--- config.mk ---
export PLATFORM = sky130hd
export DESIGN_NAME = inv_srl16
export DESIGN_NICKNAME = d
export VERILOG_FILES = /design/src/rtl/inv_srl16.sv
export SDC_FILE = /design/constraint.sdc
export NUM_CORES = 1
export LEC_CHECK = 0
export CAP_MARGIN = 20
export CORE_MARGIN = 4
export CORE_UTILIZATION = 54
export CTS_CLUSTER_DIAMETER = 80
export DETAILED_ROUTE_END_ITERATION = 12
export PLACE_DENSITY = 0.77
export RECOVER_POWER = 100
export SLEW_MARGIN = 20
export SYNTH_ARGS = -nofsm -noshare
export SYNTH_HDL_FRONTEND = slang
export SYNTH_SLANG_ARGS = --single-unit
--- constraint.sdc ---
create_clock -name clk -period 1.3 [get_ports clk]
set_input_delay 0.13 -clock clk [delete_from_list [all_inputs] [get_ports clk]]
set_output_delay 0.13 -clock clk [all_outputs]
set_load 0.05 [all_outputs]
--- src/rtl/inv_srl16.sv ---
// inv_srl16: 16-tap shift register with dynamic tap address and optional D/CE inversion
// Ports: clk, rst (sync, active-high); D serial in; CE shift enable; A tap address;
//        Q = tap A; Q_VALID = tap A holds data shifted in since reset; FULL = 16+ shifts.
// Macro INV_SRL16_CASCADE_EN adds Q15 (= tap 15) for chaining into the next stage's D.
module inv_srl16 #(
    parameter logic        INV_D  = 1'b0,
    parameter logic        INV_CE = 1'b0,
    parameter logic [15:0] INIT   = 16'h0000
) (
    input  logic       clk,
    input  logic       rst,
    (* invertible_pin = "INV_D" *)
    input  logic       D,
    (* invertible_pin = "INV_CE" *)
    input  logic       CE,
    input  logic [3:0] A,
    output logic       Q,
    output logic       Q_VALID,
    output logic       FULL
`ifdef INV_SRL16_CASCADE_EN
    ,
    output logic       Q15
`endif
);
    logic [15:0] sr;
    logic [4:0]  fill;
    logic        d_eff;
    logic        ce_eff;
    always_comb begin
        d_eff   = D ^ INV_D;
        ce_eff  = CE ^ INV_CE;
        Q       = sr[A];
        Q_VALID = fill > {1'b0, A};
        FULL    = fill == 5'd16;
    end
    always_ff @(posedge clk) begin
        if (rst) begin
            sr   <= INIT;
            fill <= '0;
        end else if (ce_eff) begin
            sr   <= {sr[14:0], d_eff};
            fill <= FULL ? fill : fill + 5'd1;
        end
    end
`ifdef INV_SRL16_CASCADE_EN
    assign Q15 = sr[15];
`endif
endmodule

# ---- After elaboration in Yosys (flattened, before gate mapping)
# Cells that the tools add are included.
dict set report word_totals {
  register_bits 21
}
dict set report classes {
  addsub 1
  order_cmp 2
  eq_ne 1
  mux 2
  n_bitwise 1
  n_reduce_logical 1
}
# cell n
set op_table {}
lappend op_table {{$add 5x1->5 const B} 1}
lappend op_table {{$eq 5x5->1 const B} 1}
lappend op_table {{$gt 5x4->1} 1}
lappend op_table {{$lt 4x5->1 const B} 1}
lappend op_table {{$bmux 1 s4} 1}
lappend op_table {{$reduce_and 2->1} 1}
lappend op_table {{$mux 1} 1}
lappend op_table {{$not 1->1} 1}

# ---- Longest topological paths before layout
# Gate-level depths: netlist of run 1.
dict set report depth {
  word_depth 3
  mapped_depth 6
  ltp_nobuf 6
}

# ---- Least setup slack after synthesis of run 1
# No wires, ideal clock.
dict set report synth_path {
  path_kind {register to output}
  startpoint {reg fill[0]}
  endpoint {out Q_VALID}
  t_arrival_ns 1.887
  slack_ns -0.717
  stages_incl_launch_ff 6
  path_cell_list {dfxtp_1 -> inv_1 -> ha_1 -> nand4_1 -> nand2_1 -> o21ai_0}
}
dict set report synth_between {
  elab_chain_cells 1
}
# element line_no
set synth_rtl {}
lappend synth_rtl {{from (decl)} 26} ;# logic [4:0] fill;
lappend synth_rtl {{from (signal assigned)} 42} ;# fill <= FULL ? fill : fill + 5'd1;
lappend synth_rtl {{$gt 5x4->1} 33} ;# Q_VALID = fill > {1'b0, A};
lappend synth_rtl {{to (decl)} 18} ;# output logic Q_VALID,
# No other way between the ends.

# ---- Final worst setup path of run 1
dict set report layout_path {
  startpoint {reg sr[11]}
  endpoint {out Q}
}
dict set report layout_between {
  elab_chain_cells 2
}
# element line_no
set layout_rtl {}
lappend layout_rtl {{from (decl)} 25} ;# logic [15:0] sr;
lappend layout_rtl {{from (signal assigned)} 41} ;# sr <= {sr[14:0], d_eff};
lappend layout_rtl {{$bmux 1 s4} 32} ;# Q = sr[A];
lappend layout_rtl {{$mux 1 (not written as such)} 32}
lappend layout_rtl {{to (decl)} 17} ;# output logic Q,
# No other way between the ends. The select of a mux whose other input is x is not followed.

==> results of run 1 <==
## kinds of logic after synthesis
| group | share of synthesized area [%] |
|---|---|
| AOI/OAI and AO/OA | 3.18 |
| xor gates and xnor gates | 3.43 |
| adders and majority gates | 7.34 |
| buffers and inverters | 4.28 |
| DFF | 41.1 |
| muxes | 26.9 |
| and+or+nand+nor | 13.7 |
## critical path, delay by kind of cell, from the launching register on
kind            cells  cell delay, ns
compound gates      1            0.04
buf+inv             1            0.15
flops               1            0.36
mux                 1            0.49
simple gates        2            0.29
## registers in the layout, indices dropped and copies added (netlist names)
| register | flops |
|---|---|
| fill | 5 |
| sr | 16 |
## cell usage in the layout (no fill, tap or decap)
master           count
buf_4               27
nor2_1              20
mux2i_1             16
dfxtp_1             14
ha_4                 6
dfxtp_2              6
buf_6                6
mux4_2               4
inv_2                3
nand2_1              3
a21oi_2              3
nand4_1              3
xor2_1               3
clkbuf_4             3
clkdlybuf4s50_1      3
inv_4                2
inv_1                2
nand3_2              2
dlygate4sd2_1        2
nand4bb_4            1
mux2i_4              1
nand2_2              1
and3_4               1
a21oi_4              1
a21o_1               1
o21ai_4              1
nand2_4              1
xnor2_2              1
clkinv_2             1
dfxtp_4              1
dlymetal6s2s_1       1
dlygate4sd3_1        1
buf_12               1
## per-stage QoR
step	hold slack, ns	total power [mW]	TNS, ns	setup WS [ns]	util, %
4_1_cts	0.423	1.23	-0.985	-0.400	86.9
5_1_grt	0.489	1.34	-2.22	-0.508	90.4
2_1_floorplan	0.199	0.780	0	0.00781	-
3_5_place_dp	0.516	0.869	-1.61	-0.692	77.9
6_report	0.423	1.29	-2.03	-0.469	90.4
3_3_place_gp	0.480	0.860	-1.17	-0.623	77.9
## worst paths after layout
path	startpoint	cells past startpoint	endpoint	slack, ns
worst max-delay path	sr[11]	5	Q	-0.47
worst max register to register	fill[0]	8	fill[2]	-0.10
worst min-delay path	D	3	sr[0]	0.42
worst min register to register	sr[15]	2	sr[15]	0.58
## per-layer routing
layer / share of wire, % / global-route usage [%] / vias to the layer above / wire length [um]
met2: 46 / 46.0 / 72 / 1780
li1: - / - / 434 / -
met4: 5.6 / 8.73 / 0 / 217
met1: 40 / 31.3 / 463 / 1570
met3: 7.9 / 4.87 / 28 / 307
met5: 0 / 0 / - / 0
## report_power, final
part / internal [mW] / switching (mW)
combinational: 0.140 / 0.146
sequential: 0.654 / 0.0107
clock: 0.115 / 0.223
## cell type report
class                           count  area [sq um]
Clock buffer                        3          22.5
Clock inverter                      1          5.00
Fill cell                          67           169
Inverter                            7          31.3
Multi-Input combinational cell     69           713
Sequential cell                    21           432
Tap cell                           25          31.3
Timing Repair Buffer               41           360
## what timing repair did
action,CTS,global route
setup buffers,4,3
resized for setup,33,17
pin swaps,10,6
setup endpoints to repair,5,7
==> impl_metrics.py, run 1 <==
metrics = {
    "global_routing": {
        "grt_pass1_wl_mm": 4.85,
        "first_global_vias": 965,
        "grt_util_all_layers_pct": 25.9,
        "grt.overflow.total": 0,
        "antenna_found_initial": 0,
        "grt_max_degree": 22,
    },
    "place": {
        "numPortBuffers": 10,
        "placed_area_sq_mm": 0.00138,
        "dpl.hpwl_mm": 1.73,
        "gp_congestion": 0.837,
        "place_inst": 158,
    },
    "logic_synthesis": {
        "ys_seq_elements": 21,
        "synth_area_sq_mm": 0.00102,
        "ys.flop_type": "dfxtp_1",
        "synth.distinct_cells": 18,
        "syn_area_per_cell_sq_um": 10.1,
        "synth_top_cell_by_area": "dfxtp_1",
        "synth_common_cells": "21 x dfxtp_1, 20 x nor2_1, 17 x mux2i_1",
        "synth_most_common_cell": "dfxtp_1",
        "ys_async_sr_fraction_pct": 0,
        "yosys.area.top_type_share_pct": 41.1,
        "synthesis.nets": 115,
        "ys_warn_count": 0,
        "ys_seq_area_share_pct": 41.1,
        "synth-edff-count": 0,
        "synth.area.top_cells": "dfxtp_1 41%, mux2i_1 17%, mux4_1 10%",
        "netlist_instances": 101,
    },
    "setup_path": {
        "cp.arrival_ns": 1.64,
        "crit_type": "flop to output pin",
        "slowest_delay_ns": 0.49,
        "cp_cell_sequence": "mux4_2 > nand2_1 > and3_4 > a21oi_4 > buf_6",
        "crit_path_end_kind": "output pin",
        "required_ns": 1.17,
        "crit_fanout": 2,
        "slowest_stage": "mux4_2",
        "cp-start-kind": "flop",
    },
    "sta": {
        "period_share_pct": 136,
        "finalHoldViolCount": 0,
        "setup_viol_count_final": 20,
        "period_minus_slack_ns": 1.77,
        "fin_skew_ns": 0.0119,
        "maxClockFrequency_mhz": 565,
        "slew_headroom_pct": 77.3,
        "grt_setup_unrepaired": "yes",
        "tightest_slew_ns": 0.340,
        "slew_viol_final": 0,
        "setup_slack_ns": -0.469,
    },
    "cts": {
        "path_clk_slew_ns": 0.13,
        "cts_tree": "done",
        "clk_path_buf_depth": 2,
        "cts_root_buffer": "clkbuf_4",
        "cts_hold_buffers": 0,
        "numCtsBuffers": 3,
        "insertion_delay_ns": 0.32,
        "htree_levels": 1,
        "cts.sinks": 21,
    },
    "drt": {
        "drtIter0Drc": 34,
        "via_per_inst": 5.97,
        "firstDrtPassIters": 4,
        "route.detailed.drc": 0,
        "wl_per_cell_um": 23.2,
        "ant_nets": 0,
        "dr_total_vias": 997,
        "wl_mm": 3.87,
    },
    "final_layout": {
        "drive_gt1_share_pct": 51.4,
        "area_growth_pct": 56.1,
        "design_area_sq_mm": 0.00160,
        "diodes": 0,
        "layout.cells.non_filler": 167,
        "final_nets": 157,
    },
    "die": {
        "initial_core_util_pct": 57.9,
        "die-area_sq_mm": 0.00265,
        "coreArea_sq_mm": 0.00176,
        "die_y_um": 51.5,
        "rows": 15,
        "io_pins": 11,
        "die_w_um": 51.5,
    },
    "pwr": {
        "power.density_mw_per_mm2": 808,
        "peakVddDrop_mv": 0.845,
        "total_leakage_power_nw": 0.710,
    },
    "worst_hold_path": {
        "hold_class": "input port to flop",
    },
    "run_status": {
        "violations": "setup timing",
        "status": "finished with violations",
    },
    "flow_run": {
        "cap_violations": 0,
    },
}
Power figures use the tool's default switching activity.
==> run 2, diff against run 1 <==
==> constraint.sdc (replaced) <==
create_clock -name clk -period 1.3 [get_ports clk]
set_input_delay 0.26 -clock clk [delete_from_list [all_inputs] [get_ports clk]]
set_output_delay 0.26 -clock clk [all_outputs]
set_load 0.05 [all_outputs]
==> impl_metrics.py, run 2 (synthesis results as in run 1) <==
metrics = {
    "worst_hold_path": {
        "hold_end": "sr[15]",
        "hold_class": "flop to flop",
        "holdPathStages": 2,
        "hold_start": "sr[15]",
    },
    "setup_path": {
        "crit_fanout": 2,
        "r2r_setup_slack_ns": -0.23,
        "cp-start-kind": "flop",
        "r2r-end": "fill[2]",
        "crit_path_end_kind": "output pin",
        "r2r-start": "fill[0]",
        "crit_type": "flop to output pin",
        "reg2regPathDepth": 9,
        "cp.arrival_ns": 1.65,
        "startpoint": "sr[3]",
        "required_ns": 1.04,
    },
    "cts": {
        "cts.sinks": 21,
        "numCtsBuffers": 3,
        "htree_levels": 1,
        "cts_root_buffer": "clkbuf_4",
        "insertion_delay_ns": 0.31,
        "path_clk_slew_ns": 0.12,
        "cts_tree": "done",
        "clk_path_buf_depth": 2,
    },
    "pwr": {
        "power.density_mw_per_mm2": 775,
        "peakVddDrop_mv": 0.760,
        "total_leakage_power_nw": 0.738,
    },
    "place": {
        "numPortBuffers": 10,
        "gp_congestion": 0.757,
        "dpl.hpwl_mm": 1.71,
        "dp_worst_setup_slack_ns": -0.914,
    },
    "run_status": {
        "violations": "setup timing",
        "status": "finished with violations",
    },
    "drt": {
        "wl_mm": 3.62,
        "route.detailed.drc": 0,
        "via_per_inst": 5.61,
        "wl_per_cell_um": 20.9,
        "drtIter0Drc": 47,
        "ant_nets": 0,
        "firstDrtPassIters": 4,
        "dr_total_vias": 971,
    },
    "final_layout": {
        "top_regs": "sr x16, fill x5",
        "area_growth_pct": 61.8,
        "largest_register_ff_count": 16,
        "final_common_cell": "buf_4",
        "top_register": "sr",
        "drive_gt1_share_pct": 56.8,
        "final_nets": 163,
        "final_cell_mix": "32 x buf_4, 19 x nor2_1, 16 x mux2i_1",
        "diodes": 0,
    },
    "sta": {
        "period_share_pct": 147,
        "period_minus_slack_ns": 1.91,
        "setup_viol_count_final": 22,
        "setup_slack_ns": -0.608,
        "maxClockFrequency_mhz": 524,
        "tightest_slew_ns": 0.319,
        "finalHoldViolCount": 0,
        "slew_viol_final": 0,
        "grt_setup_unrepaired": "yes",
        "slew_headroom_pct": 78.7,
        "fin_skew_ns": 0.00388,
        "finalSetupTns_ns": -2.91,
    },
    "die": {
        "initial_core_util_pct": 57.9,
        "die_w_um": 51.5,
        "coreArea_sq_mm": 0.00176,
        "die-area_sq_mm": 0.00265,
        "io_pins": 11,
        "die_y_um": 51.5,
        "rows": 15,
    },
    "flow_run": {
        "cap_violations": 0,
    },
    "global_routing": {
        "grt_max_degree": 22,
        "grt.overflow.total": 0,
        "grt_util_all_layers_pct": 26.7,
        "grt_pass1_wl_mm": 4.98,
        "first_global_vias": 1041,
        "antenna_found_initial": 0,
    },
}
==> run 2: changes by cell type in the layout (fill, tap and decap cells not counted), moves of 2 or more <==
| cell | delta |
|---|---|
| inv_4 | -2 |
| inv_2 | +2 |
| buf_4 | +5 |
| dfxtp_2 | +5 |
| nand2_1 | -2 |
| dfxtp_1 | -4 |
==> run 2: metrics by stage <==
step / utilization (%) / hold slack [ns] / power [mW] / instance area, sq um / std cells
after global routing: 93.8 / 0.597 / 1.34 / 1650 / 173
after detailed placement: 82.2 / 0.545 / 0.892 / 1450 / 161
after CTS: 88.1 / 0.572 / 1.22 / 1550 / 169
after floorplan: - / 0.322 / 0.793 / 1090 / 101
final: 93.8 / 0.575 / 1.28 / 1650 / 173
after global placement: 82.2 / 0.476 / 0.886 / 1450 / 161
==> run 2: worst max path at each step <==
stage	cells after the start	end	slack (ns)
6_report	5	Q	-0.61
5_1_grt	7	Q_VALID	-0.69
4_1_cts	6	Q_VALID	-0.53
3_5_place_dp	6	Q	-0.91
3_3_place_gp	6	Q	-0.90
2_1_floorplan	5	Q_VALID	-0.09
==> run 2: power breakdown <==
part           total (mW)  switching (mW)  internal [mW]  leakage, nW
combinational       0.295           0.144          0.151        0.548
clock               0.322           0.203          0.120       0.0150
sequential          0.665         0.00983          0.655        0.175
total                1.28           0.356          0.925        0.738
==> run 2: layout make-up <==
cell class	count	area, sq um
multi-input combinational	69	721
sequential	21	434
timing repair buffer	47	415
fill	56	110
tap	25	31.3
clock buffer	4	26.3
inverter	7	26.3
==> run 2: critical path, cell delays in order (launching register included) <==
cell and delay [ns]:
dfxtp_2 0.35, mux4_2 0.47, nand2_1 0.10, and3_4 0.22
a21oi_4 0.04, buf_6 0.15
==> run 2: routing by layer <==
metal | GRT usage [%] | routed length (um)
met5 | 0 | 0
met3 | 6.30 | 177
met4 | 18.8 | 119
met2 | 49.6 | 1940
met1 | 25.4 | 1380
==> run 2: timing repair <==
item / CTS / global route
buffers inserted: 4 / 6
resized for setup: 27 / 16
endpoints found under the setup margin: 6 / 6
hold buffers: 0 / 0
pin swaps: 9 / 9
hold endpoints to repair: 0 / 0
==> run 3, diff against run 2 <==
Settings changed: CTS_BUF_LIST from default to sky130_fd_sc_hd__clkbuf_16, RECOVER_POWER 100 to default.
==> impl_metrics.py, run 3 (synthesis results as in run 1) <==
metrics = {
    "drt": {
        "dr_total_vias": 958,
        "firstDrtPassIters": 4,
        "wl_mm": 3.83,
        "via_per_inst": 5.67,
        "ant_nets": 0,
        "drtIter0Drc": 26,
        "wl_per_cell_um": 22.7,
        "route.detailed.drc": 0,
    },
    "cts": {
        "cts_tree": "done",
        "path_clk_slew_ns": 0.06,
        "cts_hold_buffers": 0,
        "insertion_delay_ns": 0.26,
        "numCtsBuffers": 3,
        "clk_path_buf_depth": 2,
        "htree_levels": 1,
        "cts.sinks": 21,
        "cts_root_buffer": "clkbuf_16",
    },
    "place": {
        "dpl.hpwl_mm": 1.71,
        "dp_worst_setup_slack_ns": -0.914,
        "gp_congestion": 0.757,
        "numPortBuffers": 10,
    },
    "sta": {
        "slew_viol_final": 0,
        "finalHoldViolCount": 0,
        "period_minus_slack_ns": 1.82,
        "setup_slack_ns": -0.521,
        "grt_setup_unrepaired": "yes",
        "fin_skew_ns": 0.00824,
        "setup_viol_count_final": 6,
        "finalSetupTns_ns": -1.55,
        "tightest_slew_ns": 0.352,
        "maxClockFrequency_mhz": 549,
        "period_share_pct": 140,
        "slew_headroom_pct": 76.5,
    },
    "pwr": {
        "peakVddDrop_mv": 1.03,
        "p_clk_share_pct": 40.7,
        "seqPwrFrac_pct": 41.4,
        "total_leakage_power_nw": 0.758,
        "power.switching_mw": 0.394,
        "p_sw_share_pct": 24.6,
        "power_frac_comb_pct": 17.9,
        "power.density_mw_per_mm2": 975,
        "p_int_mw": 1.21,
    },
    "final_layout": {
        "largest_register_ff_count": 16,
        "final_nets": 159,
        "final_common_cell": "buf_4",
        "final_cell_mix": "27 x buf_4, 20 x nor2_1, 16 x mux2i_1",
        "area_growth_pct": 60.8,
        "diodes": 0,
        "drive_gt1_share_pct": 50.0,
        "top_register": "sr",
        "top_regs": "sr x16, fill x5",
    },
    "die": {
        "initial_core_util_pct": 57.9,
        "die_w_um": 51.5,
        "io_pins": 11,
        "rows": 15,
        "die-area_sq_mm": 0.00265,
        "coreArea_sq_mm": 0.00176,
        "die_y_um": 51.5,
    },
    "run_status": {
        "violations": "setup timing",
        "status": "finished with violations",
    },
    "global_routing": {
        "grt_util_all_layers_pct": 26.8,
        "grt_pass1_wl_mm": 4.96,
        "first_global_vias": 992,
        "antenna_found_initial": 0,
        "grt_max_degree": 22,
        "grt.overflow.total": 0,
    },
    "flow_run": {
        "cap_violations": 0,
    },
    "setup_path": {
        "cp-start-kind": "input port",
        "cp.arrival_ns": 1.56,
        "crit_type": "input port to output pin",
        "crit_path_end_kind": "output pin",
        "required_ns": 1.04,
        "crit_fanout": 3,
    },
    "worst_hold_path": {
        "hold_class": "input port to flop",
    },
}
-- run 3: cell count changes in the layout (fill, tap and decap cells not counted), sizes merged --
cell / before / now
dlymetal6s2s: 0 / 1
buf: 40 / 37
dlygate4sd3: 1 / 0
dlygate4sd2: 3 / 2
clkbuf: 4 / 3
inv: 7 / 8
-- run 3: worst paths after layout --
check | cells after the start | slack [ns] | startpoint | to
setup / recovery | 6 | -0.52 | A[1] | Q
hold / removal | 4 | 0.52 | CE | fill[2]
setup reg to reg | 8 | -0.11 | fill[1] | fill[2]
hold reg to reg | 2 | 0.58 | sr[15] | sr[15]
-- run 3: what timing repair did --
item	in CTS	in global routing
pin swaps	9	10
resized for setup	31	11
endpoints found under the setup margin	6	18
buffers inserted	5	4
-- run 3: final cells by class --
cell class                      count  area [sq um]
Tap cell                           25          31.3
Timing Repair Buffer               43           399
Multi-Input combinational cell     69           674
Inverter                            7          28.8
Fill cell                          60           120
Sequential cell                    21           432
Clock buffer                        3          75.1
Clock inverter                      1          3.75
-- run 3: per-stage QoR --
| stage | cell area, sq um | hold WS (ns) | std cells | total power, mW | util, % |
|---|---|---|---|---|---|
| 2_1_floorplan | 1090 | 0.322 | 101 | 0.793 | - |
| 3_3_place_gp | 1450 | 0.476 | 161 | 0.886 | 82.2 |
| 3_5_place_dp | 1450 | 0.545 | 161 | 0.892 | 82.2 |
| 4_1_cts | 1600 | 0.558 | 167 | 1.57 | 90.4 |
| 5_1_grt | 1640 | 0.554 | 169 | 1.65 | 93.2 |
| 6_report | 1640 | 0.523 | 169 | 1.60 | 93.2 |
-- run 3: power by group through the flow --
stage | logic [mW] | registers [mW] | clock network (mW)
finish | 0.287 | 0.664 | 0.653
global route | 0.301 | 0.664 | 0.682
CTS | 0.248 | 0.663 | 0.657
detailed placement | 0.215 | 0.677 | 0
global placement | 0.209 | 0.677 | 0
floorplan | 0.115 | 0.678 | 0
-- run 3: worst max-delay path, cell delays in order --
cell and delay (ns):
clkdlybuf4s15_1 0.26, mux4_2 0.54, nand2_1 0.10, and3_4 0.21
a21oi_4 0.04, buf_8 0.15
-- run 3: per-layer routing --
layer | track usage [%] | vias to the layer above | part of all wire [%]
met5 | 0 | - | 0
met4 | 14.8 | 0 | 5.5
met3 | 6.59 | 18 | 4.2
met2 | 46.2 | 37 | 51
met1 | 30.0 | 469 | 40
li1 | - | 434 | -
